$ cat src/rtl/sel_gen_pkg.sv
`timescale 1ns/1ps
`default_nettype none
// ============================================================================
// Module      : sel_gen_pkg
// Description : Shared state and scan-direction encodings for sel_gen.
// Revision    : 1.0
// ============================================================================
package sel_gen_pkg;

    localparam logic [0:0] ST_MANUAL = 1'b0;
    localparam logic [0:0] ST_AUTO   = 1'b1;

    localparam logic DIR_UP   = 1'b0;
    localparam logic DIR_DOWN = 1'b1;

    // Two-bit modular step of the select code in the given direction.
    function automatic logic [1:0] sel_step(input logic [1:0] s, input logic d);
        return (d == DIR_DOWN) ? (s - 2'd1) : (s + 2'd1);
    endfunction

endpackage
`default_nettype wire

$ cat src/rtl/key_debounce.sv
`timescale 1ns/1ps
`default_nettype none
// ============================================================================
// Module      : key_debounce
// Description : Active-low key synchroniser, debouncer and press pulse.
// Revision    : 1.0
// ============================================================================
module key_debounce
    import sel_gen_pkg::*;
#(
    parameter int DB_CYCLES = 240000
) (
    input  logic clk,
    input  logic rst,
    input  logic key_n,
    output logic press
);

    localparam int              CW         = (DB_CYCLES > 1) ? $clog2(DB_CYCLES) : 1;
    localparam logic [CW-1:0]   c_cnt_last = CW'(DB_CYCLES - 1);

    logic          r_sync1;
    logic          r_sync2;
    logic          r_stable;
    logic          r_stable_d;
    logic [CW-1:0] r_cnt;
    logic          r_press;

    // The pulse is taken from the delayed stable level so it stays registered.
    always_ff @(posedge clk or posedge rst) begin
        if (rst) begin
            r_sync1    <= 1'b1;
            r_sync2    <= 1'b1;
            r_stable   <= 1'b1;
            r_stable_d <= 1'b1;
            r_cnt      <= '0;
            r_press    <= 1'b0;
        end else begin
            r_sync1    <= key_n;
            r_sync2    <= r_sync1;
            r_stable_d <= r_stable;
            r_press    <= r_stable_d & ~r_stable;
            if (r_sync2 == r_stable) begin
                r_cnt <= '0;
            end else if (r_cnt == c_cnt_last) begin
                r_stable <= r_sync2;
                r_cnt    <= '0;
            end else begin
                r_cnt <= r_cnt + CW'(1);
            end
        end
    end

    assign press = r_press;

endmodule
`default_nettype wire

$ cat src/rtl/sel_gen.sv
`timescale 1ns/1ps
`default_nettype none
// ============================================================================
// Module      : sel_gen
// Description : Manual/auto 2-bit select generator driving the LED decoder.
// Revision    : 1.0
// ============================================================================
module sel_gen
    import sel_gen_pkg::*;
#(
    parameter int DB_CYCLES   = 240000,
    parameter int STEP_CYCLES = 6000000
) (
    input  logic       clk,
    input  logic       rst,
    input  logic       key_step,
    input  logic       key_mode,
    output logic [1:0] sel,
    output logic       sel_upd,
    output logic       auto_mode,
    output logic       dir
);

    localparam int            TW          = (STEP_CYCLES > 1) ? $clog2(STEP_CYCLES) : 1;
    localparam logic [TW-1:0] c_tick_last = TW'(STEP_CYCLES - 1);

    logic          w_step_press;
    logic          w_mode_press;
    logic [0:0]    r_state;
    logic [0:0]    w_state_nxt;
    logic [TW-1:0] r_timer;
    logic [TW-1:0] w_timer_nxt;
    logic [1:0]    r_sel;
    logic [1:0]    w_sel_nxt;
    logic          r_sel_upd;
    logic          w_sel_upd_nxt;
    logic          r_dir;
    logic          w_dir_nxt;
    logic          w_tick;

    key_debounce #(.DB_CYCLES(DB_CYCLES)) u_key_step (
        .clk   (clk),
        .rst   (rst),
        .key_n (key_step),
        .press (w_step_press)
    );

    key_debounce #(.DB_CYCLES(DB_CYCLES)) u_key_mode (
        .clk   (clk),
        .rst   (rst),
        .key_n (key_mode),
        .press (w_mode_press)
    );

    always_ff @(posedge clk or posedge rst) begin
        if (rst) begin
            r_state   <= ST_MANUAL;
            r_timer   <= '0;
            r_sel     <= 2'd0;
            r_sel_upd <= 1'b0;
            r_dir     <= DIR_UP;
        end else begin
            r_state   <= w_state_nxt;
            r_timer   <= w_timer_nxt;
            r_sel     <= w_sel_nxt;
            r_sel_upd <= w_sel_upd_nxt;
            r_dir     <= w_dir_nxt;
        end
    end

    // A mode press pre-empts both the step key and any coincident timer tick.
    always_comb begin
        w_state_nxt   = r_state;
        w_timer_nxt   = r_timer;
        w_sel_nxt     = r_sel;
        w_sel_upd_nxt = 1'b0;
        w_dir_nxt     = r_dir;
        w_tick        = (r_timer == c_tick_last);
        if (w_mode_press) begin
            w_state_nxt = (r_state == ST_AUTO) ? ST_MANUAL : ST_AUTO;
            w_timer_nxt = '0;
        end else begin
            case (r_state)
                ST_MANUAL: begin
                    if (w_step_press) begin
                        w_sel_nxt     = sel_step(r_sel, DIR_UP);
                        w_sel_upd_nxt = 1'b1;
                    end
                end
                ST_AUTO: begin
                    w_timer_nxt = w_tick ? '0 : (r_timer + TW'(1));
                    if (w_tick) begin
                        w_sel_nxt     = sel_step(r_sel, r_dir);
                        w_sel_upd_nxt = 1'b1;
                    end
                    if (w_step_press) begin
                        w_dir_nxt = ~r_dir;
                    end
                end
            endcase
        end
    end

    assign sel       = r_sel;
    assign sel_upd   = r_sel_upd;
    assign auto_mode = (r_state == ST_AUTO);
    assign dir       = r_dir;

endmodule
`default_nettype wire

$ cat config.mk
export PLATFORM = sky130hd
export DESIGN_NAME = sel_gen
export DESIGN_NICKNAME = d
export VERILOG_FILES = /design/src/rtl/sel_gen_pkg.sv /design/src/rtl/key_debounce.sv /design/src/rtl/sel_gen.sv
export SDC_FILE = /design/constraint.sdc
export NUM_CORES = 1
export LEC_CHECK = 0
export CORE_ASPECT_RATIO = 0.7
export CORE_MARGIN = 8
export CORE_UTILIZATION = 50
export DETAILED_ROUTE_END_ITERATION = 8
export GPL_TIMING_DRIVEN = 0
export PLACE_DENSITY = 0.78
export SYNTH_ARGS = -nofsm -noshare
export SYNTH_HDL_FRONTEND = slang
export SYNTH_SLANG_ARGS = --single-unit
$ cat constraint.sdc
create_clock -name clk -period 2.8 [get_ports clk]
set_input_delay 0.42 -clock clk [delete_from_list [all_inputs] [get_ports clk]]
set_output_delay 0.42 -clock clk [all_outputs]
set_load 0.02 [all_outputs]
==> results summary, run 1 <==
The flow ran to the end, and the final reports show no timing, DRC or antenna violations. The number of nets in the finished design came out at 386. The post-route clock skew came out at 0.0102 ns. The number of setup violations in the final report is 0. On the worst path, the slowest cell contributes a delay of 0.40 ns.

The worst-case IR drop observed on VDD is 300 uV. The total power consumption of the routed design came out at 1.96 mW. In this run the register-to-register setup slack is 0.48 ns. The total core area came out at 7160 sq um.

The overall via count from detail_route is 2668. For this run, the top clock speed supported by timing is 431 MHz. The vias per cell is 5.54.

Counting cells, the worst reg-to-reg path comes to 8. After detailed routing, the number of remaining DRC violations is 0. The die is 118 um wide. Clock-pin slew was measured on the worst setup and hold paths at 0.07 ns. In the post-synthesis netlist, the biggest area contributors are sky130_fd_sc_hd__dfrtp_1 46%, sky130_fd_sc_hd__xor2_1 6.3%, sky130_fd_sc_hd__dfstp_2 5.8%. The initial antenna violation count is 0. The fraction of the yosys area taken by sequential cells is 0.516. STA classifies the critical path startpoint as a flop. The core occupancy in the finished layout came out at 0.560. The most used flip-flop cell after synthesis is sky130_fd_sc_hd__dfrtp_1. The count of mapped cells out of synthesis came out at 360. The die area is 10200 sq um. In this run the vertical extent of the chip is 87.1 um.

The layout cell share with drive strength beyond 1 came out at 0.104. The critical path goes through ha_1 > and4_1 > nand4_1 > nor2_1 > or2_2 > clkbuf_1 > clkbuf_1 > nor2_1. The average footprint of a synthesized cell came out at 10.0 sq um. The mapped netlist covers 3610 sq um. The worst-path maximum fanout is 10.

The flip-flop and latch count after synthesis came out at 74. Dividing total power by cell area gives a power density of 490 nW/um^2. The cell taking the most area after synthesis is sky130_fd_sc_hd__dfrtp_1. The detailed router finished its first iteration with 206 violations. The total routing resource utilization after global routing is 0.146.

The number of buffers created by CTS came out at 9. The distinct cell type count of the synthesized netlist came out at 49. The first-pass GRT wire length is 12100 um. During synthesis, Yosys emitted a total of 0 warnings.

In this run the core area contains 26 standard-cell rows. For met1 alone, demand over resource in global routing was 0.190. The global routing met3 resource utilization came out at 0.0434. STA classifies the critical path endpoint as a flop. Final hold analysis gives a worst-case slack of 0.365 ns. The detail route stage leaves a number of antenna-violating nets equal to 0. The worst endpoint data arrival time came out at 2.53 ns. The placed wire-length estimate came out at 4680 um. In this run the static leakage power is 1.72 nW. Counting buffers and inverters, the worst setup path is 8 cells deep. The cell sitting at the root of the clock tree is a sky130_fd_sc_hd__clkbuf_8.

The growth of design area from synthesis to finish is 11.1%. TritonCTS built the clock tree. The buffer depth of the longest clock path is 2.

Across the run, the number of max-cap violations was 0. Of the post-synthesis cell area, the dominant cell type holds 0.458. STA puts the critical path data required time at 3.01 ns. Entering global routing, the biggest net connects 75 pins.

The most used standard cell by instance count after synthesis is sky130_fd_sc_hd__dfrtp_1. The number of primary I/O pins is 9. The most utilized layer in the global route result is met2. The initial core utilization came out at 0.504. The number of nets handed over by synthesis was 367. The number of hold buffers added after cts came out at 0. The number of cells on the worst hold path came out at 0.

After clock tree synthesis, the setup repair step added 0 buffers. The final layout contains routed wiring with a total length of 6940 um. The clock reaches the later pin of the worst-skew pair after 0.35 ns. The H-tree generated during clock tree synthesis spans 3 levels. The congestion estimate from routability-driven global placement came to 0.826. The number of global-route vias before repair came to 2540. In this run, synthesis inferred 0 flip-flops with an integrated enable. The total count of hold-check failures in the final report was 0. Setup repair after global routing left no endpoint under its margin. The transition at the pin with the smallest max-transition slack is 0.940 ns.

The length of the first detailed-routing pass in iterations came out at 5. The number of gates given a new drive strength after cts is 0. The final number of max-transition violations is 0. The final period utilization is 0.828. Of all flip-flops after synthesis, the portion carrying an async set or reset was 1.00.

The shortest clock period the worst path allows after layout is 2.32 ns. For this design, the slowest cell found on the critical path is sky130_fd_sc_hd__clkbuf_1. Input and output buffers added on the ports amount to 8. The cell family contributing the most delay on the critical path is simple AND/OR/NAND/NOR gates. The number of diodes is 0. The min-delay analysis places its worst path in the category flop to flop. Dividing the detail-routed wire length by the instance count gives 14.4 um.

The total overflow left after global routing is 0. Measured against its own limit, the worst slew margin works out to 0.368. The number of clock sinks seen by CTS came out at 74. The number of buffers and inverters on the critical path came out at 2. The commonest cells after synthesis are 66 x sky130_fd_sc_hd__dfrtp_1, 49 x sky130_fd_sc_hd__nor2_1, 36 x sky130_fd_sc_hd__nand2_1, 28 x sky130_fd_sc_hd__nand3_1, 26 x sky130_fd_sc_hd__xor2_1.

For met2 alone, demand over resource in global routing was 0.223. The class of the most critical setup path is flop to flop.
==> where the power goes <==
group          total [mW]  internal, mW  switching [mW]
logic              0.0498        0.0141          0.0357
registers            1.09          1.08         0.00834
clock network       0.823         0.433           0.391
total                1.96          1.53           0.435
==> cells in the final DEF (no fill, tap or decap), types with 2 or more instances in the layout <==
cell / synthesis / routed
sky130_fd_sc_hd__a21oi_1: 6 / 6
sky130_fd_sc_hd__a221o_1: 3 / 3
sky130_fd_sc_hd__nand4_1: 13 / 13
sky130_fd_sc_hd__a41oi_1: 2 / 2
sky130_fd_sc_hd__clkinv_2: 0 / 2
sky130_fd_sc_hd__dfstp_2: 8 / 8
sky130_fd_sc_hd__nor4_1: 2 / 2
sky130_fd_sc_hd__nor2_1: 49 / 49
sky130_fd_sc_hd__clkdlybuf4s50_1: 0 / 8
sky130_fd_sc_hd__and2_1: 2 / 2
sky130_fd_sc_hd__or2_1: 2 / 2
sky130_fd_sc_hd__xor2_1: 26 / 26
sky130_fd_sc_hd__nand2b_1: 6 / 6
sky130_fd_sc_hd__nor2b_1: 3 / 3
sky130_fd_sc_hd__and4_1: 10 / 10
sky130_fd_sc_hd__o311ai_0: 3 / 3
sky130_fd_sc_hd__nand3_1: 28 / 28
sky130_fd_sc_hd__a31oi_1: 8 / 8
sky130_fd_sc_hd__dfrtp_1: 66 / 66
sky130_fd_sc_hd__buf_2: 3 / 3
sky130_fd_sc_hd__clkbuf_8: 0 / 10
sky130_fd_sc_hd__o21ai_0: 3 / 3
sky130_fd_sc_hd__mux2_2: 2 / 2
sky130_fd_sc_hd__xnor2_1: 17 / 17
sky130_fd_sc_hd__nand3b_1: 4 / 4
sky130_fd_sc_hd__inv_1: 5 / 4
sky130_fd_sc_hd__ha_1: 3 / 3
sky130_fd_sc_hd__nor4bb_1: 2 / 2
sky130_fd_sc_hd__nand4b_1: 3 / 3
sky130_fd_sc_hd__nand2_1: 36 / 36
sky130_fd_sc_hd__clkbuf_1: 10 / 11
sky130_fd_sc_hd__and3_1: 10 / 10
sky130_fd_sc_hd__clkinvlp_4: 0 / 2
sky130_fd_sc_hd__nor3_1: 6 / 6
==> per-stage QoR <==
step | setup WS, ns | instances | instance area, sq um | setup TNS, ns
after floorplan | 0.512 | 360 | 3610 | 0
after detailed placement | 0.467 | 466 | 3810 | 0
after global routing | 0.232 | 482 | 4010 | 0
after global placement | -0.641 | 466 | 3810 | -41.96
final | 0.481 | 482 | 4010 | 0
after CTS | 0.453 | 482 | 4010 | 0
==> per-layer routing <==
layer / up-vias / part of all wire
li1: 1308 / -
met1: 1273 / 0.48
met2: 80 / 0.44
met3: 7 / 0.065
met4: 0 / 0.0079
met5: - / 0
==> state kept, by name (all words and copies together) (netlist names) <==
name	count
r_timer	23
u_key_mode.r_cnt	18
u_key_step.r_cnt	18
sel	2
auto_mode	1
dir	1
sel_upd	1
u_key_mode.press	1
u_key_mode.r_stable	1
u_key_mode.r_stable_d	1
u_key_mode.r_sync1	1
u_key_mode.r_sync2	1
u_key_step.press	1
u_key_step.r_stable	1
u_key_step.r_stable_d	1
u_key_step.r_sync1	1
u_key_step.r_sync2	1
==> final timing paths <==
check	startpoint	to
worst max register to register	u_key_mode.r_cnt[0]	u_key_mode.r_cnt[14]
min in group asynchronous	rst	u_key_mode.r_cnt[1]
worst max-delay path	u_key_mode.r_cnt[0]	u_key_mode.r_cnt[14]
worst min register to register	u_key_mode.r_sync1	u_key_mode.r_sync2
max in group asynchronous	rst	r_timer[15]
worst min-delay path	u_key_mode.r_sync1	u_key_mode.r_sync2
==> final cells by class <==
type / count / area (sq um)
fill: 638 / 3150
sequential: 74 / 1860
multi-input combinational: 265 / 1650
clock buffer: 11 / 141
tap: 98 / 123
timing repair buffer: 8 / 80.1
buffer: 16 / 76.3
clock inverter: 5 / 55.1
inverter: 5 / 21.3
==> logic make-up (layout without fill, tap and decap cells) <==
kind of cell	Yosys count	after routing	share of synthesized area
buf+inv	21	45	0.0264
compound gates	32	32	0.0642
simple gates	185	185	0.272
flops	74	74	0.516
fa+ha+maj	3	3	0.0104
mux	2	2	0.00624
xor+xnor	43	43	0.104
(Power assumes the default switching activity.)
==> run 2: changes to the inputs <==
clock period = 2.3 ns   (was 2.8 ns; I/O delays follow)
==> results summary, run 2 (synthesis results as in run 1) <==
Outcome: finished, final reports clean (unchanged). The required arrival time at the worst endpoint came out at 2.53 ns (was 3.01 ns). The switching power summed over all nets is 0.529 mW (was 0.435 mW). The worst endpoint data arrival time is 2.41 ns (was 2.53 ns). The number of violations reported at the end of detailed-routing iteration 0 was 216 (was 206). The maximum number of pins on one net before global-route repair came to 75 (unchanged). The worst-path maximum fanout was 10 (unchanged). The initial core utilization came to 0.504 (unchanged).

The proportion of total power due to net switching is 0.221 (was 0.222). The width of the chip came to 118 um (unchanged). The final cell count without fillers is 481 (was 482). The power density relative to cell area is 593 nW/um^2 (was 490 nW/um^2). The vias per cell is 5.54 (about the same). The DRC violations left came out at 0 (unchanged). The aggregate routed wire length is 6930 um (was 6940 um).

The number of setup violations in the final report is 0 (unchanged). The total count of hold-check failures in the final report is 0 (unchanged). The number of nets in the finished design is 385 (was 386). The type of the tightest min-delay check was flop to flop (unchanged). The number of post-CTS setup repair buffers came out at 0 (unchanged). The total negative slack is 0 ns (unchanged). The register containing the most flip-flops in the final layout is r_timer (unchanged).

The layout cell share with drive strength beyond 1 was 0.112 (was 0.104). The largest vdd supply drop is 366 uV (was 300 uV). The total routing resource utilization after global routing came out at 0.146 (unchanged). The initial antenna violation count was 0 (unchanged).

The count of input and output buffers was 8 (unchanged). The clock tree from TritonCTS is yes (unchanged). The global routing usage on met1 came to 0.190 (unchanged).

The most utilized layer in the global route result is met2 (unchanged). The number of nets with antenna violations after detailed routing is 0 (unchanged). The wire length per cell after detailed routing is 14.4 um (about the same). The relative contribution of combinational cells to total power came out at 0.025 (about the same). The portion of total power attributed to sequential cells came out at 0.555 (about the same). The die height is 87.1 um (unchanged). Setup repair after global routing missed its margin: false (unchanged).

The least setup slack across all paths after layout came out at 0.123 ns (was 0.481 ns). The nature of the critical path endpoint is a flop (unchanged). The internal cell power came out at 1.86 mW (was 1.53 mW). The commonest non-fill, non-tap cell in the layout is sky130_fd_sc_hd__dfrtp_1 (unchanged).

The final number of max-transition violations came to 0 (unchanged). The global routing met3 resource utilization is 0.0434 (unchanged). The shortest clock period the worst path allows after layout was 2.18 ns (was 2.32 ns). The number of flip-flops under the largest register name came to 23 (unchanged). The nature of the critical path startpoint is a flop (unchanged). The cell at the root of the clock tree was sky130_fd_sc_hd__clkbuf_8 (unchanged). The normalized max-slew margin is 0.408 (was 0.368). The growth of design area from synthesis to finish came out at 11.7% (was 11.1%). The H-tree depth is 3 (unchanged). The remaining global-route overflow came out at 0 (unchanged). The final hold slack came out at 0.365 ns (about the same). The first-pass GRT wire length came out at 12100 um (unchanged). The routability congestion estimate from global placement was 0.826 (unchanged).

Highest-count cells in the layout ignoring fill and taps: 66 x sky130_fd_sc_hd__dfrtp_1, 49 x sky130_fd_sc_hd__nor2_1, 36 x sky130_fd_sc_hd__nand2_1, 28 x sky130_fd_sc_hd__nand3_1, 26 x sky130_fd_sc_hd__xor2_1 (unchanged). The buffer depth of the longest clock path is 2 (unchanged). The post-route clock skew came out at 0.0101 ns (was 0.0102 ns). The clock group share of total power is 0.420 (about the same). The cell count after placement came out at 466 (unchanged). The final period utilization came out at 0.946 (was 0.828). The die area is 10200 sq um (unchanged). The number of diodes came out at 0 (unchanged). Biggest regs: r_timer x23, u_key_mode.r_cnt x18, u_key_step.r_cnt x18 (unchanged).

The leakage power summed over all cells is 1.72 nW (about the same). The floorplan row count is 26 (unchanged). The timing-limited maximum frequency is 459 MHz (was 431 MHz).

The insertion delay to the later sink of the worst-skew pair came to 0.35 ns (about the same). The number of fill cells in the layout is 632 (was 638). The number of buffers created by CTS came out at 9 (unchanged).

The number of global-route vias before repair is 2540 (unchanged). The worst setup slack for register-to-register paths came out at 0.12 ns (was 0.48 ns). The placed wire-length estimate is 4680 um (unchanged). The total core area is 7160 sq um (unchanged).

The number of clock sinks seen by CTS came out at 74 (unchanged). The transition at the pin with the smallest max-transition slack was 0.888 ns (was 0.940 ns). The overall via count from detail_route came out at 2665 (was 2668). The worst slack at placement is -0.0332 ns (was 0.467 ns). The number of primary I/O pins is 9 (unchanged). The class of the most critical setup path is flop to flop (unchanged). The global routing usage on met2 is 0.223 (unchanged).

The length of the first detailed-routing pass in iterations is 4 (was 5). The clock slew seen by the registers of the worst setup and hold paths came out at 0.08 ns (was 0.07 ns). The max capacitance violation total was 0 (unchanged).
## run 2: cell count changes in the layout (fill, tap and decap cells not counted), sizes merged
cell and delta:
clkbuf -1
## run 2: power by group through the flow
stage,Combinational (mW),Clock (mW),Sequential [mW]
finish,0.0606,1.00,1.33
global route,0.0711,1.09,1.33
CTS,0.0639,1.03,1.33
detailed placement,0.0636,0,1.35
global placement,0.0611,0,1.35
floorplan,0.0442,0,1.35
## run 2: cell type report
cell class,count,area [sq um],area share
sequential,74,1860,0.462
multi-input combinational,265,1670,0.415
clock buffer,11,141,0.0351
tap,98,123,0.0304
timing repair buffer,8,80.1,0.0199
buffer,15,73.8,0.0183
clock inverter,5,55.1,0.0137
inverter,5,21.3,0.00528
## run 2: layer usage
| layer | share of wire | wire length (um) |
|---|---|---|
| met5 | 0 | 0 |
| met3 | 0.057 | 397 |
| met4 | 0.015 | 104 |
| met1 | 0.49 | 3420 |
| met2 | 0.43 | 3000 |
## run 2: final timing paths
| path | from | end | depth (start not counted) |
|---|---|---|---|
| max | r_timer[13] | r_timer[20] | 5 |
| max in group asynchronous | rst | r_timer[15] | 2 |
| min reg2reg | u_key_mode.r_sync1 | u_key_mode.r_sync2 | 0 |
| min in group asynchronous | rst | u_key_mode.r_cnt[1] | 2 |
| max reg2reg | r_timer[13] | r_timer[20] | 5 |
| min | u_key_mode.r_sync1 | u_key_mode.r_sync2 | 0 |
## run 2: what timing repair did
action                                  in CTS  in global routing
endpoints found under the setup margin      10                 15
pin swaps                                    0                  0
hold buffers                                 0                  0
resized for setup                            1                  4
## run 2: critical path, cell delays in order, from the launching register on
cell	delay, ns
sky130_fd_sc_hd__dfrtp_1	0.43
sky130_fd_sc_hd__or4b_4	0.57
sky130_fd_sc_hd__nor4_4	0.37
sky130_fd_sc_hd__a21oi_1	0.18
sky130_fd_sc_hd__buf_6	0.18
sky130_fd_sc_hd__a221o_1	0.32
## run 2: stage by stage
step / util / instance area [sq um] / power, mW
detailed placement: 0.533 / 3810 / 1.41
finish: 0.563 / 4030 / 2.39
floorplan: - / 3610 / 1.39
global placement: 0.532 / 3810 / 1.41
CTS: 0.560 / 4010 / 2.42
global route: 0.563 / 4030 / 2.49
==> run 3: changes to the inputs <==
REMOVE_ABC_BUFFERS = 1   (was default)
==> results summary, run 3 (synthesis results as in run 1) <==
Outcome: finished, final reports clean (unchanged). The number of nets with antenna violations after detailed routing came out at 0 (unchanged). The initial antenna violation count came to 0 (unchanged). Setup repair after global routing missed its margin: true (was false). The relative contribution of combinational cells to total power is 0.023 (was 0.025). The post-route clock skew came out at 0.0108 ns (was 0.0101 ns).

The shortest clock period the worst path allows after layout is 2.27 ns (was 2.18 ns). The layout cell share with drive strength beyond 1 was 0.101 (was 0.112). The total negative slack is 0 ns (unchanged). The maximum number of pins on one net before global-route repair is 75 (unchanged). The total routing resource utilization after global routing came out at 0.144 (was 0.146). The final cell count without fillers is 466 (was 481).

The cell count after placement came out at 450 (was 466). The portion of total power attributed to sequential cells was 0.525 (was 0.555). The number of buffers and inverters on the critical path came to 0 (was 1). The total count of hold-check failures in the final report came out at 0 (unchanged). The final hold slack came out at 0.359 ns (was 0.365 ns). The first-pass GRT wire length came out at 12000 um (was 12100 um). Cell-by-cell trace of the critical path: or4b_4 > nor4_4 > a21oi_1 > o211a_1 > a221o_1 (was or4b_4 > nor4_4 > a21oi_1 > buf_6 > a221o_1). The global routing met3 resource utilization came out at 0.0531 (was 0.0434). The clock slew seen by the registers of the worst setup and hold paths came out at 0.08 ns (about the same).

The type of the tightest min-delay check is flop to flop (unchanged). The internal cell power came out at 1.95 mW (was 1.86 mW). The transition at the pin with the smallest max-transition slack was 0.912 ns (was 0.888 ns). The max capacitance violation total came out at 0 (unchanged). The commonest non-fill, non-tap cell in the layout is sky130_fd_sc_hd__dfrtp_1 (unchanged). The wire length per cell after detailed routing was 14.8 um (was 14.4 um). The number of global-route vias before repair came to 2566 (was 2540). The leakage power summed over all cells is 1.69 nW (was 1.72 nW).

The largest vdd supply drop is 411 uV (was 366 uV). Biggest regs: r_timer x23, u_key_mode.r_cnt x18, u_key_step.r_cnt x18 (unchanged). The DRC violations left is 0 (unchanged). The global routing usage on met2 came out at 0.233 (was 0.223).

The length of the first detailed-routing pass in iterations is 4 (unchanged). The buffer depth of the longest clock path is 2 (unchanged). The cell at the root of the clock tree is sky130_fd_sc_hd__clkbuf_8 (unchanged).

The total core area came to 7160 sq um (unchanged). The critical path's largest stage delay came to 0.58 ns (was 0.57 ns). The most utilized layer in the global route result was met2 (unchanged). The total power consumption of the routed design is 2.52 mW (was 2.39 mW). The placed wire-length estimate came out at 4620 um (was 4680 um).

The number of setup violations in the final report is 0 (unchanged). The vias per cell came out at 5.60 (was 5.54). The number of clock sinks seen by CTS is 74 (unchanged). The initial core utilization came out at 0.504 (unchanged).

The normalized max-slew margin came to 0.392 (was 0.408). The worst-path cell with the longest stage delay was sky130_fd_sc_hd__or4b_4 (unchanged). The power density relative to cell area is 635 nW/um^2 (was 593 nW/um^2). The timing-limited maximum frequency came out at 440 MHz (was 459 MHz). The class of the most critical setup path was flop to flop (unchanged). The overall via count from detail_route was 2610 (was 2665). The die height is 87.1 um (unchanged). The die area is 10200 sq um (unchanged). The proportion of total power due to net switching came out at 0.226 (was 0.221). The aggregate routed wire length came out at 6920 um (was 6930 um). The switching power summed over all nets is 0.571 mW (was 0.529 mW). The final period utilization came out at 0.987 (was 0.946).

The number of buffers created by CTS came to 9 (unchanged). The worst-path maximum fanout is 11 (was 10). The number of violations reported at the end of detailed-routing iteration 0 was 162 (was 216). The final number of max-transition violations was 0 (unchanged).

The remaining global-route overflow is 0 (unchanged). The routability congestion estimate from global placement is 0.809 (was 0.826). The number of fill cells in the layout came out at 657 (was 632).

The clock tree from TritonCTS was yes (unchanged). The width of the chip is 118 um (unchanged). The H-tree depth came out at 3 (unchanged). The insertion delay to the later sink of the worst-skew pair is 0.36 ns (was 0.35 ns). The number of primary I/O pins came to 9 (unchanged).

The number of flip-flops under the largest register name is 23 (unchanged). The count of input and output buffers is 8 (unchanged). The register containing the most flip-flops in the final layout is r_timer (unchanged). The number of nets in the finished design came out at 370 (was 385). The global routing usage on met1 is 0.181 (was 0.190). The clock group share of total power came to 0.451 (was 0.420). The growth of design area from synthesis to finish came out at 10.1% (was 11.7%). The number of post-CTS setup repair buffers was 0 (unchanged). The number of diodes is 0 (unchanged). The number of hold buffers added after cts came to 0 (unchanged). The nature of the critical path startpoint is a flop (unchanged). The floorplan row count is 26 (unchanged). The required arrival time at the worst endpoint is 2.55 ns (was 2.53 ns). The worst endpoint data arrival time is 2.52 ns (was 2.41 ns). The gate family responsible for the most delay along the worst path is simple AND/OR/NAND/NOR gates (unchanged). Highest-count cells in the layout ignoring fill and taps: 65 x sky130_fd_sc_hd__dfrtp_1, 49 x sky130_fd_sc_hd__nor2_1, 36 x sky130_fd_sc_hd__nand2_1, 28 x sky130_fd_sc_hd__nand3_1, 26 x sky130_fd_sc_hd__xor2_1 (was 66 x sky130_fd_sc_hd__dfrtp_1, 49 x sky130_fd_sc_hd__nor2_1, 36 x sky130_fd_sc_hd__nand2_1, 28 x sky130_fd_sc_hd__nand3_1, 26 x sky130_fd_sc_hd__xor2_1). The nature of the critical path endpoint was a flop (unchanged).
[run 3: worst reg2reg max path: cells and delay by family (launching register included)]
kind	cells	cell delay, ns
simple gates	2	0.90
flops	1	0.44
compound gates	3	0.83
[run 3: power groups by stage]
stage	Combinational, mW	Clock [mW]	Sequential [mW]
floorplan	0.0419	0	1.35
global placement	0.0584	0	1.35
detailed placement	0.0615	0	1.35
CTS	0.0616	1.16	1.32
global route	0.0691	1.22	1.33
finish	0.0585	1.14	1.32
[run 3: what timing repair did]
item / CTS / global route
gates resized for setup: 0 / 3
hold endpoints to repair: 0 / 0
setup endpoints to repair: 0 / 10
[run 3: worst paths after layout]
check	start	to	slack, ns	depth (start not counted)
min	u_key_mode.r_sync1	u_key_mode.r_sync2	0.36	0
max	r_timer[13]	r_timer[20]	0.03	5
min reg2reg	u_key_mode.r_sync1	u_key_mode.r_sync2	0.36	0
max reg2reg	r_timer[13]	r_timer[20]	0.03	5
max in group asynchronous	rst	auto_mode	1.15	2
min in group asynchronous	rst	u_key_step.r_cnt[5]	0.53	2
[run 3: layout make-up]
cell class	count	area, sq um	share of cell area
Clock inverter	7	98.8	0.0249
Multi-Input combinational cell	265	1660	0.418
Clock buffer	9	124	0.0312
Timing Repair Buffer	8	80.1	0.0202
Inverter	5	21.3	0.00536
Sequential cell	74	1860	0.469
Tap cell	98	123	0.0309
[run 3: through the flow]
stage           util  area, sq um  worst slack, ns
6_report       0.555         3970           0.0289
5_1_grt        0.555         3970          -0.0584
3_5_place_dp   0.522         3740           0.0726
2_1_floorplan      -         3530           0.0866
3_3_place_gp   0.522         3730            -1.05
4_1_cts        0.553         3960           0.0458
[run 3: metal layers]
metal	part of all wire	wire length, um	up-vias
li1	-	-	1274
met1	0.49	3390	1288
met2	0.46	3210	40
met3	0.040	279	8
met4	0.0061	42	0
met5	0	0	-
